===== config.mk =====
export PLATFORM = sky130hd
export DESIGN_NAME = serial_subtractor
export DESIGN_NICKNAME = d
export VERILOG_FILES = /design/src/rtl/arith_pkg.sv /design/src/rtl/full_subtractor.sv /design/src/rtl/serial_subtractor.sv
export SDC_FILE = /design/constraint.sdc
export NUM_CORES = 1
export LEC_CHECK = 0
export CORE_MARGIN = 2
export CORE_UTILIZATION = 30
export CTS_CLUSTER_SIZE = 12
export DETAILED_ROUTE_END_ITERATION = 10
export PLACE_DENSITY = 0.47
export SETUP_SLACK_MARGIN = 0.15
export SYNTH_ARGS = -nofsm -noshare
export SYNTH_HDL_FRONTEND = slang
export SYNTH_SLANG_ARGS = --single-unit

===== constraint.sdc =====
create_clock -name clk -period 2.06 [get_ports clk]
set_input_delay 0.618 -clock clk [delete_from_list [all_inputs] [get_ports clk]]
set_output_delay 0.618 -clock clk [all_outputs]
set_load 0.03 [all_outputs]

===== src/rtl/arith_pkg.sv =====
// arith_pkg: shared FSM state type and single-bit subtract equations for serial and parallel subtractors
package arith_pkg;
  typedef enum logic [1:0] {IDLE, RUN, DONE} state_t;
  function automatic logic [1:0] sub_bit(input logic a, input logic b, input logic bin);
    return {(~a & b) | (~(a ^ b) & bin), a ^ b ^ bin};
  endfunction
endpackage


===== src/rtl/full_subtractor.sv =====
// full_subtractor: one-bit d = a - b - bin with borrow out bout (ports a, b, bin -> d, bout)
module full_subtractor
  import arith_pkg::*;
(
  input  logic a,
  input  logic b,
  input  logic bin,
  output logic d,
  output logic bout
);
  assign {bout, d} = sub_bit(a, b, bin);
endmodule


===== src/rtl/serial_subtractor.sv =====
// serial_subtractor: LSB-first bit-serial a - b - borrow_in (start/a/b/borrow_in in; busy/done/diff/borrow_out/ovf/ser_diff/ser_valid out)
module serial_subtractor
  import arith_pkg::*;
#(
  parameter int WIDTH = 8
) (
  input  logic             clk,
  input  logic             rst_n,
  input  logic             start,
  input  logic [WIDTH-1:0] a,
  input  logic [WIDTH-1:0] b,
  input  logic             borrow_in,
  output logic             busy,
  output logic             done,
  output logic [WIDTH-1:0] diff,
  output logic             borrow_out,
  output logic             ovf,
  output logic             ser_diff,
  output logic             ser_valid
);
  localparam int CW = $clog2(WIDTH) + 1;
  state_t state, state_n;
  logic [WIDTH-1:0] a_sh, b_sh, res, res_n;
  logic [CW-1:0] cnt;
  logic br, a_msb, b_msb, d, bout, accept, last;
  assign accept = start && state != RUN;
  assign last = cnt == CW'(WIDTH - 1);
  assign busy = state == RUN;
  assign done = state == DONE;
  assign res_n = (res >> 1) | (WIDTH'(d) << (WIDTH - 1));
  full_subtractor u_fs (.a(a_sh[0]), .b(b_sh[0]), .bin(br), .d(d), .bout(bout));
  always_ff @(posedge clk or negedge rst_n)
    if (!rst_n) state <= IDLE;
    else state <= state_n;
  always_comb begin
    state_n = IDLE;
    state_n = accept ? RUN : state == RUN ? (last ? DONE : RUN) : IDLE;
  end
  always_ff @(posedge clk or negedge rst_n)
    if (!rst_n) begin
      a_sh <= '0;
      b_sh <= '0;
      res <= '0;
      cnt <= '0;
      br <= 1'b0;
      a_msb <= 1'b0;
      b_msb <= 1'b0;
      diff <= '0;
      borrow_out <= 1'b0;
      ovf <= 1'b0;
      ser_diff <= 1'b0;
      ser_valid <= 1'b0;
    end else begin
      ser_valid <= state == RUN;
      ser_diff <= state == RUN && d;
      if (accept) begin
        a_sh <= a;
        b_sh <= b;
        br <= borrow_in;
        a_msb <= a[WIDTH-1];
        b_msb <= b[WIDTH-1];
        cnt <= '0;
        res <= '0;
      end else if (state == RUN) begin
        a_sh <= a_sh >> 1;
        b_sh <= b_sh >> 1;
        br <= bout;
        res <= res_n;
        cnt <= cnt + 1'b1;
        if (last) begin
          diff <= res_n;
          borrow_out <= bout;
          ovf <= (a_msb != b_msb) && (d != a_msb);
        end
      end
    end
endmodule


## After elaboration in Yosys (flattened, before gate mapping)

Cells that the tools add are included.

| word-level totals | value |
|---|---|
| register bits | 45 |
| input bits | 20 |
| output and inout port bits | 14 |

| cells by class | value |
|---|---|
| add/subtract/negate cells | 1 |
| equal/unequal tests | 6 |
| muxes and demuxes | 13 |
| bitwise operators | 9 |
| reduce and logical (&&, ||, !) cells | 5 |

Operators with widths:

| kind | count |
|---|---|
| 8-bit two-way mux | 6 |
| 4-bit two-way mux | 2 |
| 7-bit by 8-bit bitwise OR with 8-bit output | 1 |
| 2-bit two-way mux | 3 |
| 4-bit by 1-bit adder with 4-bit output (second input constant) | 1 |
| 4-bit by 3-bit == test with 1-bit output (second input constant) | 1 |
| 1-bit logical AND | 3 |
| 1-bit NOT | 3 |
| 3-bit AND reduction | 1 |
| 1-bit bitwise AND | 2 |
| 2-bit by 1-bit == test with 1-bit output (second input constant) | 1 |
| 2-bit == test (second input constant) | 1 |
| 1-bit two-way mux | 2 |
| 1-bit != test | 2 |
| 2-bit by 1-bit != test with 1-bit output (second input constant) | 1 |
| 2-bit nonzero test | 1 |
| 1-bit XOR | 2 |
| 1-bit bitwise OR | 1 |

## Longest topological paths before layout

| logic depth | value |
|---|---|
| depth after elaboration | 6 |
| depth in mapped cells | 5 |

## Modules after synthesis

From an unflattened synthesis, not the netlist that was laid out.

| second synthesis, totals | value |
|---|---|
| cell total of the unflattened synthesis | 161 |
| area, all modules | 1936.9 um2 |

By module, submodules not included:

| module | instances | cells an instance | area each (um2) | seq. area each (um2) |
|---|---|---|---|---|
| serial_subtractor | 1 | 157 | 1905.6 | 1101.1 |
| full_subtractor | 1 | 4 | 31.3 | 0.0 |

## Worst setup path before layout

OpenSTA, ideal clock, no wires.

| timing path | value |
|---|---|
| path kind | reg2out |
| start point | register state[1] |
| end point | output busy |
| data arrival time | 0.907 ns |
| setup slack | 0.535 ns |
| stages on the path, launching flop included | 4 |
| buffers on the path | 1 |
| cell sequence | dfrtp_1 nand2b_4 inv_1 buf_2 |

| on the way | value |
|---|---|
| cells in the longest elaborated chain, start to end | 1 |

RTL lines:

| element | line | source |
|---|---|---|
| start: declaration | serial_subtractor.sv:22 | `state_t state, state_n;` |
| start signal: assignment | serial_subtractor.sv:34 | `else state <= state_n;` |
| 2-bit by 1-bit == test with 1-bit output | serial_subtractor.sv:28 | `assign busy = state == RUN;` |
| end: declaration | serial_subtractor.sv:13 | `output logic busy,` |

Every way passes these cells.

## Worst setup path in the final report

| timing path | value |
|---|---|
| start point | register state[0] |
| end point | output done |

| on the way | value |
|---|---|
| cells in the longest elaborated chain, start to end | 1 |

RTL lines:

| element | line | source |
|---|---|---|
| 2-bit == test | serial_subtractor.sv:29 | `assign done = state == DONE;` |
| end: declaration | serial_subtractor.sv:14 | `output logic done,` |

Every way passes these cells.

==> summary.md <==
| Metric | Value |
|---|---|
| Status | `finished clean` |
| DRC errors left | `0` |
| Largest cells by area after synthesis | `dfrtp_1, mux2i_1, mux2_2` |
| Pin count of the biggest net entering global routing | `45` |
| Clk_lat worst skew | `0.29 ns` |
| Antenna diodes | `0` |
| Tcrit/Tclk final | `89.9%` |
| RSZ-0062 raised after global routing | `no` |
| CTS resizes | `12` |
| Area delta synth->final | `26.1%` |
| Yosys top cell area share | `57.9%` |
| Fin Setup TNS | `0 ns` |
| Die footprint | `6990 um^2` |
| Die width | `83.6 um` |
| Share of cells above drive strength 1 | `14.5%` |
| Cells after synthesis | `162` |
| # rows | `29` |
| VDD IR max | `0.552 mV` |
| Number of distinct library cells after synthesis | `25` |
| # setup viols final | `0` |
| Via density | `4.54` |
| Endpoint type of the worst setup path | `primary output` |
| Total gr overflow | `0` |
| Fillcell total | `626` |
| Postcts setup bufs | `0` |
| Initial DRC Count | `36` |
| Gpl congestion | `0.698` |
| Clk sink count | `44` |
| First-pass GRT wire length | `6420 um` |
| Vias in the first global route | `1,312` |
| Initial Util | `30.5%` |
| FMAX | `540 MHz` |
| Rel. slew slack | `62.0%` |
| Crit path kind | `register to primary output` |
| Fin crit period | `1.85 ns` |
| Reg area | `1100 um^2` |
| Critical path fanouts, max | `2` |
| Pre-CTS setup slack | `0.183 ns` |
| Area leader, netlist | `dfrtp_1` |
| Detailed Routing Iterations Pass 1 | `4` |
| Layout Skew | `0.00987 ns` |
| I/O pin cnt | `34` |
| HP Class | `input port to async pin` |
| Critical Path RT | `1.44 ns` |
| Final WL | `3580 um` |
| Total of max-cap violations | `0` |
| Most common cell in the netlist | `dfrtp_1` |
| CTS Buffer Depth | `2` |
| Synth Register Bits | `44` |
| Initial antenna violation count | `0` |
| Syn Nets | `184` |
| Mapped Avg Cell Area | `11.7 um^2` |
| H-Tree Level Count | `2` |
| Multi-input combinational cell area | `731 um^2` |
| GRT Overall Usage | `11.6%` |
| Synth warn | `0` |
| CP arrival | `1.23 ns` |
| Commonest cells post-synth | `dfrtp_1, nand2_1, o21ai_0` |
| Worst slew pin tran | `0.570 ns` |
| Clock transition at path regs | `0.08 ns` |
| Slew Limit Fails | `0` |
| Via count | `1,257` |
| Post-synth EDFFs | `0` |
| Startpoint Class | `register` |
| Sequential area share after synthesis | `57.9%` |
| Launch point of the critical path | `state[0]` |
| CTS Buf Count | `5` |
| Met2 usage | `18.1%` |
| Die height | `83.6 um` |
| Worst reg2reg path startpoint | `br` |
| PwrDens | `1420 nW/um^2` |
| Share of flip-flops with an asynchronous set or reset | `100%` |
| Main flop type after synthesis | `dfrtp_1` |
| CTS tree | `done` |
| Post-DP HPWL | `2530 um` |
| Met3 Resource Use GR | `3.46%` |
| # nets final | `222` |
| Worst Setup Slack, final | `0.208 ns` |
| Leakage power | `1.13 nW` |
| Endpoints failing hold | `0` |
| CTS root buf | `clkbuf_8` |
| Post-DR wirelength/cell | `12.9 um` |
| Synthesized area | `1900 um^2` |
| Met1 usage | `15.5%` |
| Port bufs | `33` |
| Hold_buf cts | `0` |
| Routed Antenna Nets | `0` |
| Global routing's busiest layer | `met2` |
| CORE AREA | `6240 um^2` |
| Min Hold Slack | `0.405 ns` |
cell type report:
cell class              instances  area share (%)
flip-flops and latches         44            45.9
multi-input cells             105            30.5
repair buffers                 40            15.7
well taps                      77            4.02
clock buffers                   6            3.03
inverters                       4           0.626
clock inverters                 1           0.209
critical path, stage by stage, from the launching register on:
cell	delay, ns
dfrtp_1	0.41
and2b_1	0.20
clkdlybuf4s15_1	0.35
where the power goes:
part	total, mW	switching (mW)	internal [mW]
clock	0.499	0.269	0.231
sequential	1.45	0.217	1.23
combinational	1.46	0.850	0.608
total	3.41	1.34	2.07
layout by cell type (no fill, tap or decap), types with 4 or more instances in the layout:
cell type	synthesis	layout
nor2_1	4	4
nand2b_1	9	9
inv_1	4	4
mux2i_1	19	19
dfrtp_1	44	44
nand2_1	26	26
buf_4	2	7
dlygate4sd2_1	0	11
clkdlybuf4s50_1	0	18
mux2_2	12	12
clkbuf_8	0	5
o21ai_0	22	22
per-stage QoR:
step	std cells	util [%]	area (um^2)	total power, mW
6_report	277	38.4	2400	3.41
5_1_grt	277	38.4	2400	3.73
2_1_floorplan	162	-	1900	2.50
3_5_place_dp	270	37.3	2330	3.04
4_1_cts	277	38.4	2390	3.49
3_3_place_gp	270	37.3	2330	2.99
metal layers:
| metal | vias to the layer above | share of wire (%) |
|---|---|---|
| li1 | 622 | - |
| met4 | 0 | 1.4 |
| met2 | 26 | 47 |
| met1 | 603 | 47 |
| met5 | - | 0 |
| met3 | 6 | 4.3 |
final timing paths:
path / to / slack [ns] / cells after the start
max: done / 0.21 / 2
min: cnt[2] / 0.41 / 2
max reg2reg: ovf / 0.50 / 5
min reg2reg: b_sh[5] / 0.48 / 2
max in group asynchronous: borrow_out / 1.26 / 2
min in group clk: b_sh[5] / 0.48 / 2
registers in the layout, summed over array words and instances, names as in the netlist:
| signal | flops |
|---|---|
| br | 1 |
| state | 2 |
| cnt | 4 |
| a_sh | 8 |
| ovf | 1 |
| res | 7 |
| b_sh | 8 |
| borrow_out | 1 |
| b_msb | 1 |
| diff | 8 |
| ser_valid | 1 |
| a_msb | 1 |
| ser_diff | 1 |
cells by family after synthesis:
| group | Yosys count | synth area share [%] |
|---|---|---|
| AND/OR/NAND/NOR | 45 | 11.8 |
| adder cells (fa/ha/maj) | 2 | 1.71 |
| AO/OA/AOI/OAI | 27 | 7.76 |
| multiplexers | 31 | 17.1 |
| buffers and inverters | 13 | 3.68 |
| flip-flops | 44 | 57.9 |
Power figures use the tool's default switching activity.
